$ cat config.mk
export PLATFORM = sky130hd
export DESIGN_NAME = sync_pulse_master
export DESIGN_NICKNAME = d
export VERILOG_FILES = /design/src/rtl/sync_pulse_master.sv
export SDC_FILE = /design/constraint.sdc
export NUM_CORES = 1
export LEC_CHECK = 0
export ABC_AREA = 1
export ABC_CLOCK_PERIOD_IN_PS = 3700
export BUFFER_PORTS_ARGS = -buffer_cell sky130_fd_sc_hd__buf_2
export CAP_MARGIN = 20
export CORE_ASPECT_RATIO = 1.5
export CORE_MARGIN = 4
export CORE_UTILIZATION = 55
export CTS_BUF_LIST = sky130_fd_sc_hd__clkbuf_2
export DETAILED_ROUTE_END_ITERATION = 10
export PLACE_DENSITY = 0.8
export SLEW_MARGIN = 0
export SYNTH_ARGS = -nofsm -noshare
export SYNTH_HDL_FRONTEND = slang
export SYNTH_SLANG_ARGS = --single-unit
$ cat constraint.sdc
create_clock -name master_clk -period 3.7 [get_ports master_clk]
set_input_delay 0.555 -clock master_clk [delete_from_list [all_inputs] [get_ports master_clk]]
set_output_delay 0.555 -clock master_clk [all_outputs]
set_load 0.01 [all_outputs]
$ cat src/rtl/sync_pulse_master.sv
// Serial-register driven sync pulse generator: a programmable delay, a pulse of
// programmable width on sync_out, and a lag-compensated copy on sync_local.

`ifndef FR_RX_MASTER_SLAVE
`define FR_RX_MASTER_SLAVE 7'd64
`endif

module sync_pulse_master #(
  parameter logic [6:0] ADDR = 7'(`FR_RX_MASTER_SLAVE + 1)
) (
  input  logic        master_clk,
  input  logic        reset,
  input  logic [6:0]  serial_addr,
  input  logic [31:0] serial_data,
  input  logic        serial_strobe,
  output logic        sync_out,
  output logic        sync_local,
  output logic        busy,
  output logic [15:0] done_count,
  output logic [1:0]  dbg_state
);

  typedef enum logic [1:0] {
    ST_IDLE  = 2'd0,
    ST_DELAY = 2'd1,
    ST_PULSE = 2'd2,
    ST_TAIL  = 2'd3
  } state_t;

  state_t      state_q, state_n;
  logic [15:0] dcnt_q, dcnt_n;
  logic [7:0]  wcnt_q, wcnt_n;
  logic [3:0]  lcnt_q, lcnt_n;
  logic [15:0] d_q, d_n;
  logic [7:0]  w_q, w_n;
  logic [3:0]  l_q, l_n;
  logic [14:0] line_q, line_n;
  logic        sync_out_q, sync_out_n;
  logic        sync_local_q, sync_local_n;
  logic        busy_q, busy_n;
  logic [15:0] done_q, done_n;

  logic        accept, abort_req, go_req, start, finish;
  logic [15:0] wr_d;
  logic [7:0]  wr_w;
  logic [3:0]  wr_l;
  logic [3:0]  lag_eff;
  logic        unused_bits;

  // Serial bus handshake: there is no back-pressure; a write is a single-cycle
  // serial_strobe qualified by serial_addr==ADDR, consumed on that same edge.
  assign accept    = serial_strobe && (serial_addr == ADDR);
  assign abort_req = accept && serial_data[30];
  assign go_req    = accept && serial_data[31] && !serial_data[30];
  assign start     = go_req && (state_q == ST_IDLE);

  assign wr_d        = serial_data[15:0];
  assign wr_w        = (serial_data[23:16] == 8'd0) ? 8'd1 : serial_data[23:16];
  assign wr_l        = serial_data[27:24];
  assign unused_bits = ^serial_data[29:28];

  always_comb begin
    state_n = state_q;
    dcnt_n  = dcnt_q;
    wcnt_n  = wcnt_q;
    lcnt_n  = lcnt_q;
    d_n     = d_q;
    w_n     = w_q;
    l_n     = l_q;
    finish  = 1'b0;
    case (state_q)
      ST_IDLE: begin
        if (start) begin
          d_n = wr_d;
          w_n = wr_w;
          l_n = wr_l;
          if (wr_d == 16'd0) begin
            state_n = ST_PULSE;
            wcnt_n  = 8'd0;
          end else begin
            state_n = ST_DELAY;
            dcnt_n  = 16'd0;
          end
        end
      end
      ST_DELAY: begin
        if (dcnt_q == d_q - 16'd1) begin
          state_n = ST_PULSE;
          wcnt_n  = 8'd0;
        end else begin
          dcnt_n = dcnt_q + 16'd1;
        end
      end
      ST_PULSE: begin
        if (wcnt_q == w_q - 8'd1) begin
          if (l_q == 4'd0) begin
            state_n = ST_IDLE;
            finish  = 1'b1;
          end else begin
            state_n = ST_TAIL;
            lcnt_n  = 4'd0;
          end
        end else begin
          wcnt_n = wcnt_q + 8'd1;
        end
      end
      ST_TAIL: begin
        if (lcnt_q == l_q - 4'd1) begin
          state_n = ST_IDLE;
          finish  = 1'b1;
        end else begin
          lcnt_n = lcnt_q + 4'd1;
        end
      end
      default: state_n = ST_IDLE;
    endcase
    if (abort_req && (state_q != ST_IDLE)) begin
      state_n = ST_IDLE;
      finish  = 1'b0;
    end
  end

  // The output flop is the last stage of the lag line, so 15 line stages
  // cover the full L=15 range. The line only holds history of the current run.
  always_comb begin
    lag_eff      = start ? wr_l : l_q;
    line_n       = ((state_q == ST_IDLE) || abort_req) ? 15'd0 : {line_q[13:0], sync_out_q};
    sync_out_n   = (state_n == ST_PULSE);
    busy_n       = (state_n != ST_IDLE);
    sync_local_n = 1'b0;
    if (state_n != ST_IDLE) begin
      if (lag_eff == 4'd0) sync_local_n = sync_out_n;
      else                 sync_local_n = line_n[lag_eff - 4'd1];
    end
    done_n = finish ? done_q + 16'd1 : done_q;
  end

  always_ff @(posedge master_clk) begin
    if (reset) begin
      state_q      <= ST_IDLE;
      dcnt_q       <= 16'd0;
      wcnt_q       <= 8'd0;
      lcnt_q       <= 4'd0;
      d_q          <= 16'd0;
      w_q          <= 8'd0;
      l_q          <= 4'd0;
      line_q       <= 15'd0;
      sync_out_q   <= 1'b0;
      sync_local_q <= 1'b0;
      busy_q       <= 1'b0;
      done_q       <= 16'd0;
    end else begin
      state_q      <= state_n;
      dcnt_q       <= dcnt_n;
      wcnt_q       <= wcnt_n;
      lcnt_q       <= lcnt_n;
      d_q          <= d_n;
      w_q          <= w_n;
      l_q          <= l_n;
      line_q       <= line_n;
      sync_out_q   <= sync_out_n;
      sync_local_q <= sync_local_n;
      busy_q       <= busy_n;
      done_q       <= done_n;
    end
  end

  assign sync_out   = sync_out_q;
  assign sync_local = sync_local_q;
  assign busy       = busy_q;
  assign done_count = done_q;
  assign dbg_state  = state_q;

endmodule

Word-level counts from Yosys, hierarchy flattened
Index checks and enable logic that the tools add are counted.
{ "op_classes": {"mux": 32, "n_lt_le_gt_ge": 1, "eq_ne": 17, "reduce_logical": 23, "bitwise_logic": 1, "add_sub_neg": 8} }
{ "op_table": {"columns": ["op", "count"], "rows": [
  ["16-bit two-way mux", 3],
  ["8-bit two-way mux", 5],
  ["16-bit by 1-bit adder with 16-bit output (second input constant)", 2],
  ["16-bit case mux with 2 select lines", 1],
  ["8-bit case mux with 3 select lines", 1],
  ["2-bit inequality test (second input constant)", 9],
  ["16-bit equality test", 1],
  ["16-bit zero test", 1],
  ["4-bit two-way mux", 4],
  ["16-bit by 1-bit subtractor with 16-bit output (second input constant)", 1],
  ["15-bit two-way mux", 1],
  ["2-bit two-way mux", 7],
  ["8-bit by 1-bit adder with 8-bit output (second input constant)", 1],
  ["8-bit equality test", 1],
  ["4-bit zero test", 2],
  ["8-bit zero test", 1],
  ["2-bit case mux with 4 select lines", 1],
  ["4-bit case mux with 2 select lines", 1],
  ["4-bit AND reduction", 2],
  ["2-bit nonzero test", 4],
  ["4-bit by 1-bit subtractor with 4-bit output (second input constant)", 2],
  ["8-bit by 1-bit subtractor with 8-bit output (second input constant)", 1],
  ["7-bit equality test (second input constant)", 1],
  ["2-bit equality test (second input constant)", 3],
  ["16 further kinds", 26]
]} }
{ "totals": {"inputBits": 42, "word_cells": 94, "register_bits": 91, "out_inout_bits": 21} }

Longest topological paths before layout
Gate-level depths: netlist of the first run.
{ "depth": {"depth_word": 11, "depth_mapped": 18, "mapped_depth_nobuf": 18} }

Least setup slack after synthesis of the first run
OpenSTA, ideal clock, no wires.
{ "synth_path": {"path_kind": "input -> register", "start": "in serial_addr[5]", "end": "reg sync_local_q (netlist: sync_local)", "setup_slack_ns": 1.294, "cell_stages": 14, "arrival_ns": 2.337, "setup_time_ns": 0.070, "required_ns": 3.630, "path_buffers": 0, "path_cell_list": "nor2_1 > nand3_1 > nor2_2 > nand4_2 > nand2_2 > inv_2 > ha_1 > inv_1 > nand4_1 > nand3_1 > nand3_1 > nand2_1 > nand2_1 > a21oi_1"} }
{ "synth_between": {"elab_chain_cells": 11, "word_cells_on_any_way": 22, "classes_between": "1 x add/sub; 2 x eq/ne; 8 x mux; 1 x bitwise; 10 x reduce/logical"} }
{ "synth_rtl": {"columns": ["element", "line", "source"], "rows": [
  ["start, declared", "13", "input logic [6:0] serial_addr,"],
  ["7-bit equality test (*)", "52", "assign accept = serial_strobe && (serial_addr == ADDR);"],
  ["1-bit logical AND (*)", "52", null],
  ["parallel branches: the longest is 9 deep, another holds 4-bit by 1-bit subtractor with 4-bit output", null, null],
  ["end signal, assigned", "162", "sync_local_q <= sync_local_n;"],
  ["end, declared", "39", "logic sync_local_q, sync_local_n;"]
]} }
Every way passes the cells marked *. The select of a mux whose other input is x is not followed.
A chain may end at the register's enable or synchronous reset.

Worst setup path in the final report of the first run
{ "layout_path": {"start": "reg w_q[0]", "end": "reg done_q[6] (netlist: done_count[6])"} }
{ "layout_between": {"elab_chain_cells": 5} }
{ "layout_rtl": {"columns": ["element", "line", "source"], "rows": [
  ["start, declared", "35", "logic [7:0] w_q, w_n;"],
  ["start signal, assigned", "158", "w_q <= w_n;"],
  ["8-bit by 1-bit subtractor with 8-bit output", "95", "if (wcnt_q == w_q - 8'd1) begin"],
  ["8-bit equality test", "95", null],
  ["1-bit two-way mux", "95", null],
  ["1-bit case mux with 2 select lines", "71", "case (state_q)"],
  ["1-bit two-way mux", "117", "if (abort_req && (state_q != ST_IDLE)) begin"],
  ["end signal, assigned", "164", "done_q <= done_n;"],
  ["end, declared", "41", "logic [15:0] done_q, done_n;"]
]} }
Every way passes these cells.

==> results.sh, run 1 <==
export IMPL_crit_required_ps=4190
export IMPL_clk_latency_ps=570
export IMPL_antenna_found_initial=1
export IMPL_synth_edf_count=0
export IMPL_cp_slowest_cell="dfxtp_1"
export IMPL_path_cells="inv_1, ha_1, inv_1, nand2_1, nand2_1, nand3_1, nor2_1, nand3_1, nor2_1, nand3_2, o22ai_1, nand2_2, inv_2, nand3_1, and3_1"
export IMPL_synthesis_nets=950
export IMPL_die_y_um=133
export IMPL_num_nets_final=1004
export IMPL_clock_power_share_pct=28.9
export IMPL_reg2reg_depth=15
export IMPL_clk_pin_slew_ps=250
export IMPL_p_leak_nw=2.77
export IMPL_r2r_end="done_count[6]"
export IMPL_dp_hpwl_mm=10.5
export IMPL_grt_first_pass_wirelength_mm=23.3
export IMPL_finClkSkew_ps=23.6
export IMPL_min_to="d_q[7]"
export IMPL_avgSynthCellArea_um2=6.32
export IMPL_fmax_ghz=0.377
export IMPL_yosysTopAreaCell="dfxtp_1"
export IMPL_synth_top_area_share_pct=32.0
export IMPL_swShare_pct=26.1
export IMPL_grt_max_degree=49
export IMPL_relSlewSlack_pct=36.8
export IMPL_clk_path_buf_depth=2
export IMPL_p_comb_share_pct=4.5
export IMPL_start_util_pct=56.1
export IMPL_period_share_pct=71.7
export IMPL_gp_congestion=0.886
export IMPL_cts_tree="done"
export IMPL_drc=0
export IMPL_ir_drop_mv=0.196
export IMPL_end_kind="flip-flop"
export IMPL_yosysSeqAreaShare_pct=32.0
export IMPL_cts_root_buffer="clkbuf_2"
export IMPL_min_delay_path_depth=3
export IMPL_crit_family="simple AND/OR/NAND/NOR gates"
export IMPL_async_reset_ff_share_pct=0
export IMPL_reg2reg_slack_ps=1050
export IMPL_yosysMostFrequentCell="nand2_1"
export IMPL_critPathBufInv=3
export IMPL_hold_viol_final=0
export IMPL_row_count=45
export IMPL_top_level_ports=63
export IMPL_worstPathArrival_ps=3140
export IMPL_synth_common_cells="238 x nand2_1, 111 x nor2_1, 98 x inv_1"
export IMPL_r2r_start="w_q[0]"
export IMPL_start_kind="flip-flop"
export IMPL_synth_flop_cell="dfxtp_1"
export IMPL_worst_slew_pin_slew_ps=946
export IMPL_fin_util_pct=60.7
export IMPL_cts_max_level=3
export IMPL_cts_resized_gates=0
export IMPL_die_area_um2=12100
export IMPL_routedWlPerCell_um=12.9
export IMPL_hold_class="primary input to flip-flop"
export IMPL_rsz0062_at_grt="false"
export IMPL_power_switching_w=0.000386
export IMPL_areaGrowthSynthToFinish_pct=8.17
export IMPL_ys_top_cells_by_area="dfxtp_1 32%, nand2_1 16%, nand3_1 7.9%, nor2_1 7.3%, inv_1 6.5%"
export IMPL_ctsHoldBuffers=0
export IMPL_crit_path_max_fanout=17
export IMPL_min_delay_start="serial_data[7]"
export IMPL_netlist_cell_type_count=38
export IMPL_synthCells=899
export IMPL_setup_viol=0
export IMPL_synth_warnings=0
export IMPL_core_area_um2=10100
export IMPL_power_total_w=0.00148
export IMPL_tns_ps=0
export IMPL_syn_area_um2=5680
export IMPL_drtIter0Drc=275
export IMPL_postCtsSetupRepairBufs=0
export IMPL_grtUsageTotal_pct=23.1
export IMPL_status="finished, final reports clean"
export IMPL_cts_sink_count=91
export IMPL_worstSetupPathType="flip-flop to flip-flop"
export IMPL_drv_slew=0
export IMPL_grt_pass1_vias=5348
export IMPL_num_vias=5756
export IMPL_cpMostUsedCell="nand3_1"
export IMPL_grt_overflow=0
export IMPL_cpPeakStageDelay_ps=460
export IMPL_layout_drive_gt1_share_pct=11.3
export IMPL_wl_mm=13.9
export IMPL_layout_min_cycle_time_ps=2650
export IMPL_ant_nets=0
export IMPL_cts_made_buffers=9
export IMPL_drtPass1Iterations=4
export IMPL_p_per_area_nw_per_um2=240
export IMPL_viasPerCell=5.35
export IMPL_seq_power_share_pct=66.6
export IMPL_cap_violations=0
export IMPL_internal_power_w=0.00109
export IMPL_fill_cells=1001
export IMPL_numPortBuffers=60
export IMPL_dieWidth_um=91.0
export IMPL_synth_seq_cells=91
[worst min-delay path: stages]
cell and delay [ps]:
buf_2 100, nor2_1 40, nor2_1 80
[sequential cells by signal (all words and copies together), names as in the netlist]
name	flops
sync_local	1
done_count	16
lcnt_q	4
dcnt_q	16
d_q	16
busy	1
wcnt_q	8
line_q	14
l_q	4
sync_out	1
w_q	8
dbg_state	2
[worst max-delay path by stage]
stage | startpoint | to | slack, ps | cells after the start
floorplan | serial_addr[5] | sync_local | 1290 | 14
global placement | serial_addr[5] | sync_local | 910 | 15
detailed placement | serial_addr[5] | sync_local | 890 | 15
CTS | w_q[0] | done_count[6] | 1040 | 15
global route | w_q[0] | done_count[5] | 760 | 15
finish | w_q[0] | done_count[6] | 1050 | 15
[cell usage in the layout, fill, tap and decap left out, types with 4 or more instances in the layout]
cell / count
a21oi_1: 58
buf_2: 60
clkbuf_2: 9
dfxtp_1: 91
ha_1: 9
inv_1: 98
inv_2: 4
nand2_1: 238
nand2_2: 9
nand3_1: 90
nand3b_1: 5
nand4_1: 18
nor2_1: 111
nor2_2: 8
nor3_1: 23
nor4_1: 8
o21ai_0: 40
o21ai_1: 4
xnor2_1: 18
xor2_1: 26
[cells by family (layout without fill, tap and decap cells)]
kind of cell,count (synthesis),in the layout,share of synthesized area [%]
AOI/OAI and AO/OA,107,107,9.62
xor gates and xnor gates,44,44,6.78
adders and majority gates,9,9,1.98
buffers and inverters,124,183,8.67
DFF,91,91,32.0
other,0,1,0
and+or+nand+nor,524,524,40.9
[metal layers]
layer | vias to the layer above | wire (µm) | GRT usage (%)
li1 | 3009 | - | -
met1 | 2607 | 5790 | 25.5
met2 | 112 | 7250 | 43.5
met3 | 28 | 476 | 4.84
met4 | 0 | 338 | 7.63
met5 | - | 0 | 0
[power groups by stage]
stage / combinational (W) / sequential (W) / clock, W
CTS: 0.0000668 / 0.000985 / 0.000446
floorplan: 0.0000312 / 0.00100 / 0
finish: 0.0000670 / 0.000984 / 0.000427
global route: 0.0000751 / 0.000986 / 0.000494
global placement: 0.0000659 / 0.00100 / 0
detailed placement: 0.0000662 / 0.00100 / 0
[per-stage QoR]
step / instance area [µm²] / cells / worst slack [ps] / hold WS (ps)
finish: 6150 / 1076 / 1050 / 213
CTS: 6150 / 1075 / 1040 / 180
floorplan: 5680 / 899 / 1290 / 426
global placement: 6060 / 1059 / 910 / 439
detailed placement: 6060 / 1059 / 886 / 439
global route: 6150 / 1076 / 763 / 174
[final cells by class]
cell class	instances	area, µm²	area share, %
timing repair buffer	63	323	5.25
sequential	91	1820	29.6
clock buffer	9	45.0	0.733
multi-input combinational	684	3370	54.8
tap	117	146	2.38
antenna	1	2.50	0.0407
clock inverter	7	45.0	0.733
inverter	104	395	6.43
No activity file was read; power rests on OpenSTA's default activity.
==> run 2, diff against run 1 <==
--- a/config.mk
+++ b/config.mk
@@ -5,8 +5,8 @@
 export SDC_FILE = /design/constraint.sdc
 export NUM_CORES = 1
 export LEC_CHECK = 0
-export ABC_AREA = 1
-export ABC_CLOCK_PERIOD_IN_PS = 3700
+export ABC_AREA = 0
+export ABC_CLOCK_PERIOD_IN_PS = 2700
 export BUFFER_PORTS_ARGS = -buffer_cell sky130_fd_sc_hd__buf_2
 export CAP_MARGIN = 20
 export CORE_ASPECT_RATIO = 1.5
==> constraint.sdc (replaced) <==
create_clock -name master_clk -period 2.7 [get_ports master_clk]
set_input_delay 0.405 -clock master_clk [delete_from_list [all_inputs] [get_ports master_clk]]
set_output_delay 0.405 -clock master_clk [all_outputs]
set_load 0.01 [all_outputs]
==> results.sh, run 2 <==
export IMPL_num_nets_final=805
export IMPL_die_y_um=125
export IMPL_swShare_pct=23.5
export IMPL_status="complete, but fails checks"
export IMPL_ir_drop_mv=0.376
export IMPL_finClkSkew_ps=28.0
export IMPL_fmax_ghz=0.351
export IMPL_crit_path_max_fanout=4
export IMPL_p_comb_share_pct=3.9
export IMPL_dpl_cell_count=831
export IMPL_crit_required_ps=3210
export IMPL_period_share_pct=105
export IMPL_synth_warnings=0
export IMPL_clk_latency_ps=580
export IMPL_layout_drive_gt1_share_pct=33.4
export IMPL_power_switching_w=0.000515
export IMPL_yosysSeqAreaShare_pct=36.1
export IMPL_yosysTopAreaCell="dfxtp_1"
export IMPL_ys_top_cells_by_area="dfxtp_1 36%, xnor2_1 6.8%, nand2_1 5.9%, a21oi_1 5.5%, nor2_1 4.4%"
export IMPL_stdcell_count=869
export IMPL_clock_power_share_pct=34.7
export IMPL_grt_first_pass_wirelength_mm=22.6
export IMPL_netlist_cell_type_count=66
export IMPL_p_per_area_nw_per_um2=325
export IMPL_hold_viol_final=0
export IMPL_layout_min_cycle_time_ps=2850
export IMPL_top_level_ports=63
export IMPL_synth_flop_cell="dfxtp_1"
export IMPL_die_area_um2=10800
export IMPL_synthesis_nets=679
export IMPL_final_cell_mix="86 x dfxtp_1, 77 x nand2_1, 67 x buf_4, 60 x buf_2, 51 x nor2_1"
export IMPL_grt_overflow=0
export IMPL_areaGrowthSynthToFinish_pct=33.6
export IMPL_startpoint="w_q[3]"
export IMPL_synth_common_cells="91 x dfxtp_1, 79 x nand2_1, 59 x nor2_1"
export IMPL_reg2reg_depth=9
export IMPL_yosysMostFrequentCell="dfxtp_1"
export IMPL_ant_nets=0
export IMPL_synth_edf_count=0
export IMPL_start_util_pct=56.8
export IMPL_worst_path_stages=9
export IMPL_grt_max_degree=35
export IMPL_num_vias=5235
export IMPL_synthCells=628
export IMPL_cts_made_buffers=9
export IMPL_min_delay_path_depth=3
export IMPL_setup_viol=28
export IMPL_p_leak_nw=2.79
export IMPL_syn_area_um2=5050
export IMPL_ctsHoldBuffers=0
export IMPL_fin_ws_ps=-146
export IMPL_rsz0062_at_grt="true"
export IMPL_dp_hpwl_mm=9.93
export IMPL_power_total_w=0.00219
export IMPL_end_kind="flip-flop"
export IMPL_synth_top_area_share_pct=36.1
export IMPL_cts_root_buffer="clkbuf_2"
export IMPL_drtPass1Iterations=7
export IMPL_cts_max_level=3
export IMPL_tns_ps=-1790
export IMPL_clk_pin_slew_ps=240
export IMPL_row_count=42
export IMPL_crit_family="simple AND/OR/NAND/NOR gates"
export IMPL_layout_commonest_cell="dfxtp_1"
export IMPL_drv_slew=0
export IMPL_internal_power_w=0.00168
export IMPL_core_area_um2=8880
export IMPL_clk_path_buf_depth=2
export IMPL_grtUsageTotal_pct=25.8
export IMPL_r2r_start="w_q[3]"
export IMPL_hold_ws_ps=30.8
export IMPL_async_reset_ff_share_pct=0
export IMPL_synth_seq_cells=91
export IMPL_numPortBuffers=60
export IMPL_min_delay_start="serial_data[19]"
export IMPL_routedWlPerCell_um=16.8
export IMPL_worstPathArrival_ps=3350
export IMPL_seq_power_share_pct=61.4
export IMPL_relSlewSlack_pct=57.3
export IMPL_drtIter0Drc=358
export IMPL_cp_slowest_cell="or4_4"
export IMPL_start_kind="flip-flop"
export IMPL_hold_class="primary input to flip-flop"
export IMPL_cts_tree="done"
export IMPL_drc=0
export IMPL_dieWidth_um=86.2
export IMPL_pre_cts_slack_ps=-385
export IMPL_avgSynthCellArea_um2=8.04
export IMPL_critPathBufInv=1
export IMPL_path_cells="or4_4, o31a_1, a311o_1, buf_6, nor3b_4, a2bb2oi_2, nand2_2, or3b_1, a21oi_1"
export IMPL_violations="setup timing"
export IMPL_grt_pass1_vias=5073
export IMPL_antenna_found_initial=1
export IMPL_wl_mm=14.6
export IMPL_cpPeakStageDelay_ps=570
export IMPL_worst_slew_pin_slew_ps=639
export IMPL_cts_sink_count=91
export IMPL_cap_violations=0
export IMPL_gp_congestion=0.889
export IMPL_viasPerCell=6.02
export IMPL_worstSetupPathType="flip-flop to flip-flop"
run 2: kinds of logic (layout without fill, tap and decap cells):
kind of cell,Yosys count,in the layout,share of synthesized area [%]
flip-flops,91,91,36.1
AND/OR/NAND/NOR,290,290,30.5
adder cells (fa/ha/maj),9,9,2.23
multiplexers,8,8,1.61
buffers and inverters,49,179,3.87
XOR/XNOR,58,58,10.3
AO/OA/AOI/OAI,123,123,15.4
other,0,1,0
run 2: repair_timing:
item                                    4_1_cts  5_1_grt
resized for setup                            41       78
endpoints found under the setup margin       36       47
pin swaps                                    45       57
gates cloned                                  0        4
buffers inserted                             15        4
run 2: final cells by class:
| cell class | count | area (µm²) |
|---|---|---|
| repair buffers | 146 | 1050 |
| multi-input cells | 488 | 3520 |
| well taps | 110 | 138 |
| diodes | 1 | 2.50 |
| inverters | 18 | 70.1 |
| clock buffers | 9 | 45.0 |
| clock inverters | 6 | 81.3 |
| fillers | 599 | 2140 |
| flip-flops and latches | 91 | 1830 |
run 2: stage by stage:
step / utilization (%) / cell area, µm²
after floorplan: - / 5120
after global placement: 66.5 / 5900
after detailed placement: 66.5 / 5900
after CTS: 70.9 / 6290
after global routing: 75.9 / 6740
final: 75.9 / 6740
run 2: worst min-delay path, stage by stage:
cell and delay (ps):
buf_2 100, nand2_1 50, a21oi_1 50
run 2: path summary, 6_finish.rpt:
path / to / slack (ps)
worst max-delay path: sync_local / -150
worst min-delay path: w_q[3] / 30
worst max register to register: sync_local / -150
worst min register to register: line_q[4] / 490
run 2: metal layers:
metal / global-route usage (%) / share of wire, %
met1: 27.0 / 38
met2: 48.8 / 54
met4: 11.5 / 3.6
met5: 0 / 0
met3: 4.34 / 4.6
run 2: power groups by stage:
stage / Sequential, W / Combinational [W] / Clock [W]
global route: 0.00135 / 0.0000911 / 0.000811
global placement: 0.00137 / 0.0000780 / 0
CTS: 0.00135 / 0.0000814 / 0.000760
detailed placement: 0.00137 / 0.0000801 / 0
finish: 0.00135 / 0.0000845 / 0.000761
floorplan: 0.00137 / 0.0000295 / 0
==> run 3, diff against run 2 <==
--- a/config.mk
+++ b/config.mk
@@ -15,6 +15,7 @@
 export CTS_BUF_LIST = sky130_fd_sc_hd__clkbuf_2
 export DETAILED_ROUTE_END_ITERATION = 10
 export PLACE_DENSITY = 0.8
+export SETUP_SLACK_MARGIN = 0.3
 export SLEW_MARGIN = 0
 export SYNTH_ARGS = -nofsm -noshare
 export SYNTH_HDL_FRONTEND = slang
==> results.sh, run 3 (same netlist as run 2, synthesis figures left out) <==
export IMPL_grt_first_pass_wirelength_mm=22.9
export IMPL_routedWlPerCell_um=16.9
export IMPL_worst_slew_pin_slew_ps=744
export IMPL_grt_overflow=0
export IMPL_clk_path_buf_depth=2
export IMPL_fmax_ghz=0.357
export IMPL_core_area_um2=8880
export IMPL_final_cell_mix="85 x dfxtp_1, 76 x nand2_1, 61 x buf_4, 60 x buf_2, 52 x nor2_1"
export IMPL_p_per_area_nw_per_um2=315
export IMPL_grt_pass1_vias=5119
export IMPL_layout_min_cycle_time_ps=2800
export IMPL_cap_violations=0
export IMPL_setup_viol=13
export IMPL_relSlewSlack_pct=50.4
export IMPL_ir_drop_mv=0.268
export IMPL_crit_path_max_fanout=5
export IMPL_viasPerCell=5.95
export IMPL_cts_sink_count=91
export IMPL_die_y_um=125
export IMPL_numPortBuffers=60
export IMPL_layout_drive_gt1_share_pct=34.4
export IMPL_period_share_pct=104
export IMPL_cts_max_level=3
export IMPL_worstPathArrival_ps=3310
export IMPL_regArea_um2=1830
export IMPL_fin_ws_ps=-97.5
export IMPL_cts_made_buffers=9
export IMPL_num_nets_final=796
export IMPL_top_level_ports=63
export IMPL_dp_hpwl_mm=10.1
export IMPL_drtIter0Drc=256
export IMPL_row_count=42
export IMPL_ctsHoldBuffers=0
export IMPL_antenna_found_initial=1
export IMPL_internal_power_w=0.00159
export IMPL_tns_ps=-693
export IMPL_violations="DRC, setup timing"
export IMPL_gp_congestion=0.885
export IMPL_hold_class="primary input to flip-flop"
export IMPL_clock_power_share_pct=31.7
export IMPL_finClkSkew_ps=29.3
export IMPL_rsz0062_at_grt="true"
export IMPL_grt_max_degree=38
export IMPL_areaGrowthSynthToFinish_pct=31.8
export IMPL_p_leak_nw=2.70
export IMPL_crit_required_ps=3210
export IMPL_hold_viol_final=0
export IMPL_dieWidth_um=86.2
export IMPL_power_switching_w=0.000504
export IMPL_num_vias=5123
export IMPL_clk_latency_ps=580
export IMPL_ant_nets=0
export IMPL_swShare_pct=24.0
export IMPL_wl_mm=14.6
export IMPL_drc=1
export IMPL_drv_slew=0
export IMPL_die_area_um2=10800
export IMPL_multi_input_area_um2=3540
export IMPL_layout_commonest_cell="dfxtp_1"
export IMPL_drtPass1Iterations=8
export IMPL_status="complete, but fails checks"
export IMPL_grtUsageTotal_pct=25.9
export IMPL_start_kind="flip-flop"
export IMPL_cts_root_buffer="clkbuf_2"
export IMPL_p_comb_share_pct=4.1
export IMPL_fill_cells=614
export IMPL_start_util_pct=56.8
export IMPL_seq_power_share_pct=64.2
export IMPL_worstSetupPathType="flip-flop to flip-flop"
export IMPL_fin_util_pct=74.9
export IMPL_cts_tree="done"
export IMPL_end_kind="flip-flop"
export IMPL_clk_pin_slew_ps=230
[run 3: area by class of cell]
class	instances	share of cell area (%)
Inverter	18	1.09
Timing Repair Buffer	137	14.4
Clock inverter	6	0.847
Antenna cell	1	0.0376
Multi-Input combinational cell	488	53.3
Clock buffer	10	0.753
Tap cell	110	2.07
Sequential cell	91	27.6
[run 3: layer usage]
layer  part of all wire (%)  GRT usage [%]  vias to the layer above
met5                      0              0                        -
li1                       -              -                     2447
met3                    5.0           4.41                       54
met4                    4.5           14.9                        0
met1                     36           26.1                     2417
met2                     55           48.5                      205
[run 3: per-stage QoR]
stage / power, W / std cells / hold slack, ps / worst slack, ps / cell area (µm²)
after floorplan: 0.00140 / 628 / 423 / -281 / 5270
after global placement: 0.00145 / 823 / 438 / -334 / 5950
after detailed placement: 0.00145 / 823 / 439 / -457 / 5950
after CTS: 0.00211 / 850 / 22.6 / -32.5 / 6300
after global routing: 0.00217 / 861 / 19.3 / -214 / 6650
final: 0.00210 / 861 / 47.4 / -97.5 / 6650
[run 3: critical path: stages (launching register included)]
cell and delay, ps:
dfxtp_2 370, or4_4 580, o31a_1 300, a311o_1 450
nor3b_4 290, buf_4 160, buf_6 100, nor2b_4 40
or3_4 330, a21oi_2 130
[run 3: power by group through the flow]
stage	combinational [W]	sequential [W]	clock [W]
after floorplan	0.0000297	0.00137	0
after global placement	0.0000800	0.00137	0
after detailed placement	0.0000819	0.00137	0
after CTS	0.0000832	0.00135	0.000679
after global routing	0.0000930	0.00135	0.000732
final	0.0000868	0.00135	0.000665
[run 3: path summary, 6_finish.rpt]
path,start,end,depth (start not counted),slack (ps)
worst min-delay path,serial_data[0],d_q[0],3,50
worst max-delay path,w_q[2],lcnt_q[3],9,-100
worst min register to register,line_q[2],line_q[3],1,490
worst max register to register,w_q[2],lcnt_q[3],9,-100
[run 3: timing repair]
item	CTS	global route
setup endpoints to repair	49	49
setup buffers	10	10
resized for setup	41	61
cloned	1	0
pin swaps	26	33
